[src/rtl/wb_regport_arb_pkg.sv]
// Shared definitions for the writeback register-port arbiter.
package wb_regport_arb_pkg;

  // Default data width of the regfile write port.
  localparam int XLEN_DEFAULT = 32;

  // Register index width (32 architectural registers).
  localparam int REGIDX_W = 5;

  // Default number of pipeline-owned cycles tolerated while a
  // long-latency result is waiting.
  localparam int STARVE_MAX_DEFAULT = 4;

  // Which source owns the write port in the current cycle.
  typedef enum logic [1:0] {
    GNT_NONE = 2'd0,
    GNT_PIPE = 2'd1,
    GNT_DIV  = 2'd2,
    GNT_LSU  = 2'd3
  } gnt_src_e;

endpackage

[src/rtl/wbarb_rr2.sv]
// Two-way round-robin picker. req[0] is the divider, req[1] the load unit.
// rr_ptr = 0 favours req[0]; after a transfer it points at the other one.
module wbarb_rr2 (
  input  logic       clk,
  input  logic       rstn,
  input  logic [1:0] req,
  input  logic       xfer,
  output logic [1:0] gnt
);

  logic r_rr_ptr;

  // Grant a lone requester directly; break ties with the pointer.
  always_comb begin
    gnt = 2'b00;
    case (req)
      2'b01:   gnt = 2'b01;
      2'b10:   gnt = 2'b10;
      2'b11:   gnt = r_rr_ptr ? 2'b10 : 2'b01;
      default: gnt = 2'b00;
    endcase
  end

  // On a transfer, favour whichever requester did not just win.
  always_ff @(posedge clk or negedge rstn) begin
    if (!rstn) begin
      r_rr_ptr <= 1'b0;
    end else if (xfer) begin
      r_rr_ptr <= gnt[0];
    end
  end

endmodule

[src/rtl/wb_regport_arb.sv]
// Writeback register-file port arbiter.
// The in-order pipeline has priority; divider and load unit share the
// remaining slots round-robin via valid/ready. A starvation counter raises
// a one-cycle pipe_hold so a waiting long-latency result always drains.
// Optional feature macro: WBARB_SCOREBOARD_EN (pending-write scoreboard).
//
// Handshake: a long-latency source holds valid and payload stable until
// valid && ready is seen at a rising clk edge; ready is combinational from
// the valid inputs and registered state only, never from payload.
module wb_regport_arb
  import wb_regport_arb_pkg::*;
#(
  parameter int XLEN       = XLEN_DEFAULT,
  parameter int STARVE_MAX = STARVE_MAX_DEFAULT
) (
  input  logic                clk,
  input  logic                rstn,
  input  logic                pipe_wr_reg,
  input  logic [REGIDX_W-1:0] pipe_wr_regindex,
  input  logic [XLEN-1:0]     pipe_wr_wdata,
  input  logic                div_valid,
  output logic                div_ready,
  input  logic [REGIDX_W-1:0] div_regindex,
  input  logic [XLEN-1:0]     div_wdata,
  input  logic                lsu_valid,
  output logic                lsu_ready,
  input  logic [REGIDX_W-1:0] lsu_regindex,
  input  logic [XLEN-1:0]     lsu_wdata,
  output logic                pipe_hold,
  output logic                wb2regfile_wr_reg,
  output logic [REGIDX_W-1:0] wb2regfile_wr_regindex,
  output logic [XLEN-1:0]     wb2regfile_wr_wdata
`ifdef WBARB_SCOREBOARD_EN
  ,
  input  logic                sb_alloc,
  input  logic [REGIDX_W-1:0] sb_alloc_index,
  output logic [31:0]         sb_busy
`endif
);

  logic                r_pipe_hold;
  logic [3:0]          r_starve_cnt;
  logic                r_wr_reg;
  logic [REGIDX_W-1:0] r_wr_regindex;
  logic [XLEN-1:0]     r_wr_wdata;

  logic                w_pipe_own;
  logic                w_ll_any;
  logic [1:0]          w_req;
  logic [1:0]          w_gnt;
  logic                w_xfer;
  logic                w_we;
  gnt_src_e            w_src;
  logic [REGIDX_W-1:0] w_sel_idx;
  logic [XLEN-1:0]     w_sel_data;

  // During a hold cycle the pipeline request is ignored.
  assign w_pipe_own = pipe_wr_reg & ~r_pipe_hold;
  assign w_ll_any   = div_valid | lsu_valid;
  assign w_req      = w_pipe_own ? 2'b00 : {lsu_valid, div_valid};

  wbarb_rr2 u_rr2 (
    .clk  (clk),
    .rstn (rstn),
    .req  (w_req),
    .xfer (w_xfer),
    .gnt  (w_gnt)
  );

  assign div_ready = w_gnt[0];
  assign lsu_ready = w_gnt[1];

  // Select the owner of the port and its payload for this cycle.
  always_comb begin
    w_src      = GNT_NONE;
    w_sel_idx  = '0;
    w_sel_data = '0;
    if (w_pipe_own) begin
      w_src      = GNT_PIPE;
      w_sel_idx  = pipe_wr_regindex;
      w_sel_data = pipe_wr_wdata;
    end else if (w_gnt[0]) begin
      w_src      = GNT_DIV;
      w_sel_idx  = div_regindex;
      w_sel_data = div_wdata;
    end else if (w_gnt[1]) begin
      w_src      = GNT_LSU;
      w_sel_idx  = lsu_regindex;
      w_sel_data = lsu_wdata;
    end
  end

  // A grant is only issued to a valid requester, so a grant is a transfer.
  assign w_xfer = (w_src == GNT_DIV) || (w_src == GNT_LSU);

  // x0 writes complete their handshake but never enable the regfile.
  assign w_we = (w_src != GNT_NONE) && (w_sel_idx != '0);

  // Register the winning write; payload is zeroed when nothing is written.
  always_ff @(posedge clk or negedge rstn) begin
    if (!rstn) begin
      r_wr_reg      <= 1'b0;
      r_wr_regindex <= '0;
      r_wr_wdata    <= '0;
    end else begin
      r_wr_reg      <= w_we;
      r_wr_regindex <= w_we ? w_sel_idx : '0;
      r_wr_wdata    <= w_we ? w_sel_data : '0;
    end
  end

  // Count pipeline-owned cycles while a long-latency result waits, and
  // raise a single hold cycle once the limit is reached.
  always_ff @(posedge clk or negedge rstn) begin
    if (!rstn) begin
      r_starve_cnt <= 4'd0;
      r_pipe_hold  <= 1'b0;
    end else begin
      if (w_xfer || !w_ll_any) begin
        r_starve_cnt <= 4'd0;
      end else if (w_pipe_own && (r_starve_cnt != 4'(STARVE_MAX))) begin
        r_starve_cnt <= r_starve_cnt + 4'd1;
      end
      r_pipe_hold <= !r_pipe_hold && w_ll_any && !w_xfer &&
                     (r_starve_cnt == 4'(STARVE_MAX));
    end
  end

  assign pipe_hold              = r_pipe_hold;
  assign wb2regfile_wr_reg      = r_wr_reg;
  assign wb2regfile_wr_regindex = r_wr_regindex;
  assign wb2regfile_wr_wdata    = r_wr_wdata;

`ifdef WBARB_SCOREBOARD_EN
  logic        r_wr_ll;
  logic [31:0] r_sb_busy;
  logic [31:0] w_sb_set;
  logic [31:0] w_sb_clr;

  // Remember whether the registered write came from a long-latency source.
  always_ff @(posedge clk or negedge rstn) begin
    if (!rstn) begin
      r_wr_ll <= 1'b0;
    end else begin
      r_wr_ll <= w_xfer;
    end
  end

  // Allocation sets a bit; a long-latency write leaving the port clears it.
  always_comb begin
    w_sb_set = '0;
    w_sb_clr = '0;
    if (sb_alloc && (sb_alloc_index != '0)) begin
      w_sb_set[sb_alloc_index] = 1'b1;
    end
    if (r_wr_reg && r_wr_ll) begin
      w_sb_clr[r_wr_regindex] = 1'b1;
    end
  end

  // Set wins over a same-cycle clear of the same register.
  always_ff @(posedge clk or negedge rstn) begin
    if (!rstn) begin
      r_sb_busy <= '0;
    end else begin
      r_sb_busy <= (r_sb_busy & ~w_sb_clr) | w_sb_set;
    end
  end

  assign sb_busy = r_sb_busy;
`endif

endmodule

[config.mk]
export PLATFORM = sky130hd
export DESIGN_NAME = wb_regport_arb
export DESIGN_NICKNAME = d
export VERILOG_FILES = /design/src/rtl/wb_regport_arb_pkg.sv /design/src/rtl/wbarb_rr2.sv /design/src/rtl/wb_regport_arb.sv
export SDC_FILE = /design/constraint.sdc
export NUM_CORES = 1
export LEC_CHECK = 0
export CORE_AREA = 2 2 82 84
export CTS_BUF_LIST = sky130_fd_sc_hd__clkbuf_8
export CTS_CLUSTER_SIZE = 30
export DETAILED_ROUTE_END_ITERATION = 8
export DIE_AREA = 0 0 84 86
export PLACE_DENSITY = 0.82
export SLEW_MARGIN = 20
export SYNTH_ARGS = -nofsm -noshare
export SYNTH_HDL_FRONTEND = slang
export SYNTH_HIERARCHICAL = 1
export SYNTH_SLANG_ARGS = --single-unit
export TNS_END_PERCENT = 50
[constraint.sdc]
create_clock -name clk -period 3 [get_ports clk]
set_input_delay 0.75 -clock clk [delete_from_list [all_inputs] [get_ports clk]]
set_output_delay 0.75 -clock clk [all_outputs]
set_load 0.01 [all_outputs]
==> impl_metrics.csv <==
group,metric,value,unit
outcome,status,"finished, final reports clean",
logic_synthesis,synth_edf_count,0,
run,drv_cap,0,
power,worst_ir_drop_vdd,0.244,mV
grt,overflow,0,
finish,fin_cells,461,
timing,fmax,0.350,GHz
timing,maxSlewViolCount,0,
logic_synthesis,yosys-top-cells-count,"dfrtp_1, a31oi_1, a221o_1",
grt,grt_pass1_vias,2661,
floorplan,initial_utilization,0.368,
finish,area_growth,79.1,%
logic_synthesis,syn_inst,226,
detailed_routing,viasPerCell,5.44,
placed_design,io_buffers,156,
grt,track_usage,0.217,
setup_path,crit_top_cell,"buf_4",
clocking,cts-root-buf,"clkbuf_8",
floorplan,die_y,86,µm
timing,rsz0062_at_grt,"no",
logic_synthesis,synthDistinctLibCells,26,
timing,fin_ws,0.146,ns
power,p_per_area,412,nW/µm²
setup_path,cpMaxStageDelayCell,"clkdlybuf4s50_1",
timing,slew_headroom,0.359,
hold_path,hp-class,"register to register",
clocking,cts_num_sinks,44,
setup_path,ff2ff_setup_slack,0.55,ns
floorplan,core,6280,µm²
timing,fin_crit,2.85,ns
timing,tightest_slew,0.961,ns
placed_design,gp_congestion,0.750,
placed_design,dp_slack,-0.160,ns
finish,drive_above_1_share,0.0964,
clocking,cts_tree,"done",
setup_path,path_buf_inv,3,
timing,min_period_over_period,0.951,
setup_path,cp_max_fo,19,
setup_path,max_stage_delay,0.48,ns
power,p_leak,1.67,nW
clocking,htreeDepth,2,
setup_path,end_kind,"register",
clocking,path_clk_slew,0.08,ns
timing,final_hold_viol_count,0,
detailed_routing,drt-pass1-iter-count,4,
grt,antenna_found_initial,0,
logic_synthesis,yosys.area.top_type,"dfrtp_1",
grt,grt_max_degree,45,
placed_design,place_inst,453,
logic_synthesis,synth-seq-area-share,0.477,
logic_synthesis,yosysMostFrequentCell,"dfrtp_1",
logic_synthesis,synth.area.top_cells,"dfrtp_1, a221o_1, a31oi_1",
clocking,cts_max_path_buffers,2,
setup_path,cp.arrival,3.02,ns
setup_path,worstPathCellList,"clkdlybuf4s50_1, nand2b_1, and2_1, a21boi_2, nor2b_2, a221o_1, buf_4, o31ai_4, buf_4, a31oi_1",
logic_synthesis,synth.ff_latch_count,44,
floorplan,ioPinCount,157,
clocking,clk_latency,0.29,ns
logic_synthesis,syn_area,2310,µm²
logic_synthesis,synth_top_area_share,0.477,
detailed_routing,wl,7740,µm
timing,finalClockSkew,0.00200,ns
logic_synthesis,synthArstFlopShare,1.00,
detailed_routing,drcViolationCount,0,
detailed_routing,drt_iter0_drc,91,
logic_synthesis,yosys_warnings,6,
setup_path,crit_path_start_kind,"input port",
floorplan,dieArea,7220,µm²
finish,largest_register_ffs,32,
timing,setup_tns,0,ns
finish,diodes,0,
timing,setup_viol,0,
setup_path,cp_top_family,"buffers and inverters",
floorplan,die_x,84,µm
detailed_routing,via_count,2507,
setup_path,cp.required,3.17,ns
placed_design,dp_hpwl,5850,µm
setup_path,worst-setup-path-type,"input port to register",
logic_synthesis,avgSynthCellArea,10.2,µm²
clocking,cts_made_buffers,5,
floorplan,row_count,29,
power,p_total,1.70,mW
grt,grt_pass1_wl,12500,µm
detailed_routing,ant_nets,0,
logic_synthesis,yosys_most_used_dff,"dfrtp_1",
finish,nNetsFinal,501,
logic_synthesis,synth_nets,344,
detailed_routing,wl_per_cell,16.8,µm
==> cell usage in the layout (no fill, tap or decap), types with 2 or more instances in the layout <==
cell type | Yosys | layout
a21boi_0 | 4 | 3
a21oi_1 | 2 | 2
a221o_1 | 34 | 34
a31oi_1 | 35 | 35
and2_1 | 3 | 3
buf_12 | 0 | 2
buf_4 | 0 | 18
clkbuf_8 | 0 | 6
clkdlybuf4s50_1 | 0 | 153
clkinv_2 | 0 | 2
dfrtp_1 | 44 | 44
dlygate4sd2_1 | 0 | 2
ha_1 | 2 | 2
inv_1 | 7 | 7
nand2_1 | 4 | 4
nand2b_1 | 2 | 2
nand3_1 | 10 | 10
nand3b_1 | 4 | 4
nor2_1 | 3 | 3
o21ai_0 | 33 | 33
xor2_1 | 2 | 2
==> per-layer routing <==
metal,share of wire,vias up,wire length [µm],global-route usage
met3,0.073,9,562,0.0606
met4,0.012,0,91,0.0499
met1,0.41,1180,3160,0.252
met5,0,-,0,0
li1,-,1204,-,-
met2,0.51,114,3930,0.399
==> stage by stage <==
stage	hold slack, ns	area, µm²	utilization
floorplan	0.454	2310	-
global placement	0.520	4040	0.643
detailed placement	0.531	4040	0.643
CTS	0.542	4130	0.658
global route	0.576	4130	0.658
finish	0.535	4130	0.658
==> power by group <==
group | switching, mW | total [mW] | leakage, nW | internal (mW)
logic | 0.264 | 0.626 | 1.09 | 0.362
registers | 0.0291 | 0.692 | 0.535 | 0.663
clock network | 0.200 | 0.384 | 0.0510 | 0.184
total | 0.493 | 1.70 | 1.67 | 1.21
==> final cells by class <==
type                       count  area, µm²
inverter                       7       26.3
sequential                    44       1100
tap                           77       96.3
clock inverter                 2       10.0
fill                         516       2150
timing repair buffer         176       1730
multi-input combinational    149       1090
clock buffer                   6       82.6
==> worst paths after layout <==
kind,cells after the start,from,to
hold reg to reg,1,pipe_hold,pipe_hold
max in group asynchronous,1,rstn,wb2regfile_wr_wdata[6]
setup reg to reg,9,pipe_hold,wb2regfile_wr_wdata[18]
setup / recovery,10,pipe_wr_reg,wb2regfile_wr_wdata[18]
min in group asynchronous,1,rstn,wb2regfile_wr_wdata[15]
hold / removal,1,pipe_hold,pipe_hold
==> cell families after synthesis <==
family,after synthesis,share of synthesized area
AO/OA/AOI/OAI,114,0.361
XOR/XNOR,2,0.00759
adder cells (fa/ha/maj),2,0.0108
buffers and inverters,33,0.0667
flip-flops,44,0.477
multiplexers,1,0.00651
AND/OR/NAND/NOR,30,0.0700
==> timing repair <==
item,in CTS,in global routing
setup endpoints to repair,2,0
setup buffers,0,0
resized for setup,3,0
hold buffers,0,0
endpoints found under the hold margin,0,0
Power figures use the tool's default switching activity.
==> RTL edit 1: new RTL, config.mk and constraints unchanged <==
Change the package constant `XLEN_DEFAULT` from 32 to 48.
--- a/src/rtl/wb_regport_arb_pkg.sv
+++ b/src/rtl/wb_regport_arb_pkg.sv
@@ -2,7 +2,7 @@
 package wb_regport_arb_pkg;
 
   // Default data width of the regfile write port.
-  localparam int XLEN_DEFAULT = 32;
+  localparam int XLEN_DEFAULT = 48;
 
   // Register index width (32 architectural registers).
   localparam int REGIDX_W = 5;
Ports: changed (resized div_wdata, lsu_wdata, pipe_wr_wdata and wb2regfile_wr_wdata); port bits go from 157 to 221. The function was not compared with the original's and may differ.
==> RTL edit 1 against the original RTL <==
  * Synthesized cell count is 34% higher
  * Worst setup slack worse by 30 ps
  * Clock skew is 5.7 ps higher
  * Sequential cell count is 16 higher
  * Register-to-register slack worse by 30 ps
  * Power is 50% higher
  * Area after synthesis is 34% higher
  * Final area is 37% higher
  * Wire length is 67% higher
  * Sequential share of layout area is 0.10 points lower
  * Maximum frequency is 1.1% lower
==> RTL edit 1: results (changes against the original RTL) <==
Global routing
  – Global Route met1 Usage: 39.9% (+15 points)
  – Met2 Usage GRT: 62.6% (+23 points)
  – First-pass GRT wire length: 19.6 mm (+57%)
  – Vias in the first global route: 3,741 (+41%)

Power
  – Flop+latch power: 0.946 mW (+37%)
  – LEAKAGE: 2.28 nW (+36%)
  – Sequential Power Share: 37.0% (-3.7 points)

STA
  – Fmax achieved: 0.347 GHz (-1.1%)
  – Worst Clk Skew: 7.67 ps (+5.67 ps)
  – Slew of the pin with the lowest slew margin: 676 ps (-286 ps)

Route
  – Met2 WL: 6.59 mm (+68%)
  – M1 wire length: 4.42 mm (+40%)
  – Initial drt markers: 237 (+160%)
  – Met3 wire length: 1.25 mm (+120%)
  – Routed WL: 12.9 mm (+67%)

Yosys
  – Synth area leaders: dfrtp_1 (49%), a221o_1 (16%), a31oi_1 (10%), o21ai_0 (8.0%), clkbuf_1 (3.2%)
  – Synth Instances: 303 (+34%)
  – Synth top cells by count: dfrtp_1 (60), a31oi_1 (51), a221o_1 (50)
  – Synthesis-stage register bit count: 60 (+36%)

Finish
  – Nets@finish: 682 (+36%)
  – Fin cells: 598 (+30%)
  – NonClk Buf Share: 42.1% (+0.25 points)
  – Fraction of area in multi-input gates: 25.8% (-0.53 points)
  – # fillers: 262 (-49%)
  – Nonclk buf count: 241 (+37%)

Placement
  – Pre-CTS WS: -166 ps (-6.60 ps)
  – RePlAce Congestion: 0.854 (+14%)
  – DP HPWL: 8.96 mm (+53%)

Critical path
  – Arrival time worst endpoint: 3090 ps (+70 ps)
  – Worst R2R Path Depth: 8 (-1)

Clock tree
  – H-tree levels: 3 (+1)

Outcome
  – Status: finished, final reports clean
[RTL edit 1: cell count changes after synthesis]
cell      delta
a221o_1     +16
dfrtp_1     +16
o21ai_0     +16
buf_6        -4
clkbuf_1     +4
buf_1        +5
buf_2        +6
buf_4        +2
a31oi_1     +16
[RTL edit 1: final timing paths]
path,slack (ps),to
min in group clk,560,r_starve_cnt[3]$_DFFE_PN0P_
max,120,wb2regfile_wr_wdata[29]$_DFF_PN0_
min reg2reg,560,r_starve_cnt[3]$_DFFE_PN0P_
min,450,pipe_hold$_DFF_PN0_
max in group asynchronous,1860,wb2regfile_wr_wdata[1]$_DFF_PN0_
max reg2reg,520,wb2regfile_wr_wdata[29]$_DFF_PN0_
[RTL edit 1: logic make-up (layout without fill, tap and decap cells)]
group,count (synthesis),after routing,share of synthesized area (%)
DFF,60,60,48.7
buffers and inverters,46,264,6.09
muxes,1,1,0.487
adders and majority gates,2,2,0.812
and+or+nand+nor,30,30,5.24
xor gates and xnor gates,2,2,0.569
AOI/OAI and AO/OA,162,162,38.1
==> RTL edit 2: new RTL, same settings <==
Without the edit above. Add an input register stage for `div_valid`, `div_regindex` and `div_wdata`; this delays them by one clock. The other inputs are not delayed to match.
--- a/src/rtl/wb_regport_arb.sv
+++ b/src/rtl/wb_regport_arb.sv
@@ -38,6 +38,16 @@
 `endif
 );
 
+  logic div_valid_q;
+  logic [REGIDX_W-1:0] div_regindex_q;
+  logic [XLEN-1:0] div_wdata_q;
+
+  always_ff @(posedge clk) begin
+    div_valid_q    <= div_valid;
+    div_regindex_q <= div_regindex;
+    div_wdata_q    <= div_wdata;
+  end
+
   logic                r_pipe_hold;
   logic [3:0]          r_starve_cnt;
   logic                r_wr_reg;
@@ -56,8 +66,8 @@
 
   // During a hold cycle the pipeline request is ignored.
   assign w_pipe_own = pipe_wr_reg & ~r_pipe_hold;
-  assign w_ll_any   = div_valid | lsu_valid;
-  assign w_req      = w_pipe_own ? 2'b00 : {lsu_valid, div_valid};
+  assign w_ll_any   = div_valid_q | lsu_valid;
+  assign w_req      = w_pipe_own ? 2'b00 : {lsu_valid, div_valid_q};
 
   wbarb_rr2 u_rr2 (
     .clk  (clk),
@@ -81,8 +91,8 @@
       w_sel_data = pipe_wr_wdata;
     end else if (w_gnt[0]) begin
       w_src      = GNT_DIV;
-      w_sel_idx  = div_regindex;
-      w_sel_data = div_wdata;
+      w_sel_idx  = div_regindex_q;
+      w_sel_data = div_wdata_q;
     end else if (w_gnt[1]) begin
       w_src      = GNT_LSU;
       w_sel_idx  = lsu_regindex;
Check against the original RTL: not equivalent (a bounded check fails within 4 cycles, from zero or initial values and one cycle with rstn low).
==> RTL edit 2 against the original RTL <==
  * Clock power grew 96%
  * Critical path type unchanged
  * Wire length grew 11%
  * Final area grew 20%
  * Non-clock buffer count shrank 1
  * Sequential share of layout area grew 11 points
  * Final cell count grew 9.8%
  * Area after synthesis grew 33%
  * Die area is the same
  * Sequential cell count grew 38
  * Via count grew 13%
  * Worst setup slack gained 12 ps
  * Power grew 53%
  * First-iteration DRC count shrank 3.3%
==> RTL edit 2: results (changes against the original RTL) <==
Yosys
  – Fraction of registers with async set/reset: 53.7% (-46 points)
  – Synth area leaders: dfrtp_1 (36%), dfxtp_1 (25%), a221o_1 (11%), a31oi_1 (7.1%), o21ai_0 (5.4%)
  – Post-Syn Area per Cell: 11.6 um^2 (+14%)

Global routing
  – First-pass GRT wire length: 13.5 mm (+7.7%)
  – Met2 Usage GRT: 40.9% (+1.0 points)
  – Met3 global-route usage: 5.97% (-0.096 points)
  – GRT Total Usage: 23.8% (+2.2 points)

STA
  – Slew Limit Headroom: 35.5% (-0.40 points)
  – Final Hold Slack: 540 ps (+5.45 ps)

Critical path
  – Max FO, Critical Path: 20 (+1)
  – Worst R2R Path Depth: 8 (-1)
  – Cell family with most CP delay: compound AO/OA/AOI/OAI gates
  – Arrival time worst endpoint: 3050 ps (+30 ps)

Clock tree
  – H-tree levels: 3 (+1)
  – Worst skew pair latency: 340 ps (+50 ps)
  – Num CTS Buffers: 9 (+4)

Route
  – Routed vias/inst: 5.58 (+2.6%)
  – Vias after detailed routing: 2,822 (+13%)

Finish
  – Share of cells above drive strength 1: 10.3% (+0.62 points)

Placement
  – DP HPWL: 6.35 mm (+8.6%)
  – Dpl cells: 490 (+8.2%)
  – Placed cell areas: 4780 um^2 (+18%)
  – RePlAce Congestion: 0.841 (+12%)

Power
  – Maximum vdd drop: 330 uV (+35%)
  – LEAKAGE: 2.03 nW (+21%)

Outcome
  – Status: finished, final reports clean
==> RTL edit 2: final cells by class <==
class                   instances  area [um^2]
flip-flops and latches         82         1860
clock buffers                  10          138
clock inverters                 6         47.5
multi-input cells             149         1090
repair buffers                175         1720
well taps                      77         96.3
fillers                       422         1310
inverters                       7         26.3
==> RTL edit 2: what timing repair did <==
action                     CTS  global route
setup endpoints to repair    2            29
pin swaps                    0             1
gates resized for setup      3             2
==> RTL edit 2: report_power, final <==
group          internal [mW]  switching, mW  leakage, nW
Clock                  0.334          0.419       0.0941
Combinational          0.358          0.260         1.08
Sequential              1.19         0.0374        0.855
Total                   1.89          0.716         2.03
==> RTL edit 2: worst max-delay path by stage <==
| stage | slack (ps) | startpoint | endpoint |
|---|---|---|---|
| 5_1_grt | 4 | pipe_wr_reg | wb2regfile_wr_wdata[14]$_DFF_PN0_ |
| 2_1_floorplan | 20 | pipe_wr_reg | wb2regfile_wr_wdata[22]$_DFF_PN0_ |
| 3_3_place_gp | -140 | pipe_wr_reg | wb2regfile_wr_wdata[13]$_DFF_PN0_ |
| 3_5_place_dp | -220 | pipe_wr_reg | wb2regfile_wr_wdata[25]$_DFF_PN0_ |
| 4_1_cts | 130 | pipe_wr_reg | wb2regfile_wr_wdata[14]$_DFF_PN0_ |
| 6_report | 160 | pipe_wr_reg | wb2regfile_wr_wdata[14]$_DFF_PN0_ |
==> RTL edit 2: logic make-up (layout without fill, tap and decap cells) <==
family / count (synthesis) / in the layout / synth area share (%)
xor gates and xnor gates: 2 / 2 / 0.571
buffers and inverters: 33 / 198 / 5.02
and+or+nand+nor: 30 / 30 / 5.26
DFF: 82 / 82 / 60.7
AOI/OAI and AO/OA: 114 / 114 / 27.2
adders and majority gates: 2 / 2 / 0.816
muxes: 1 / 1 / 0.489
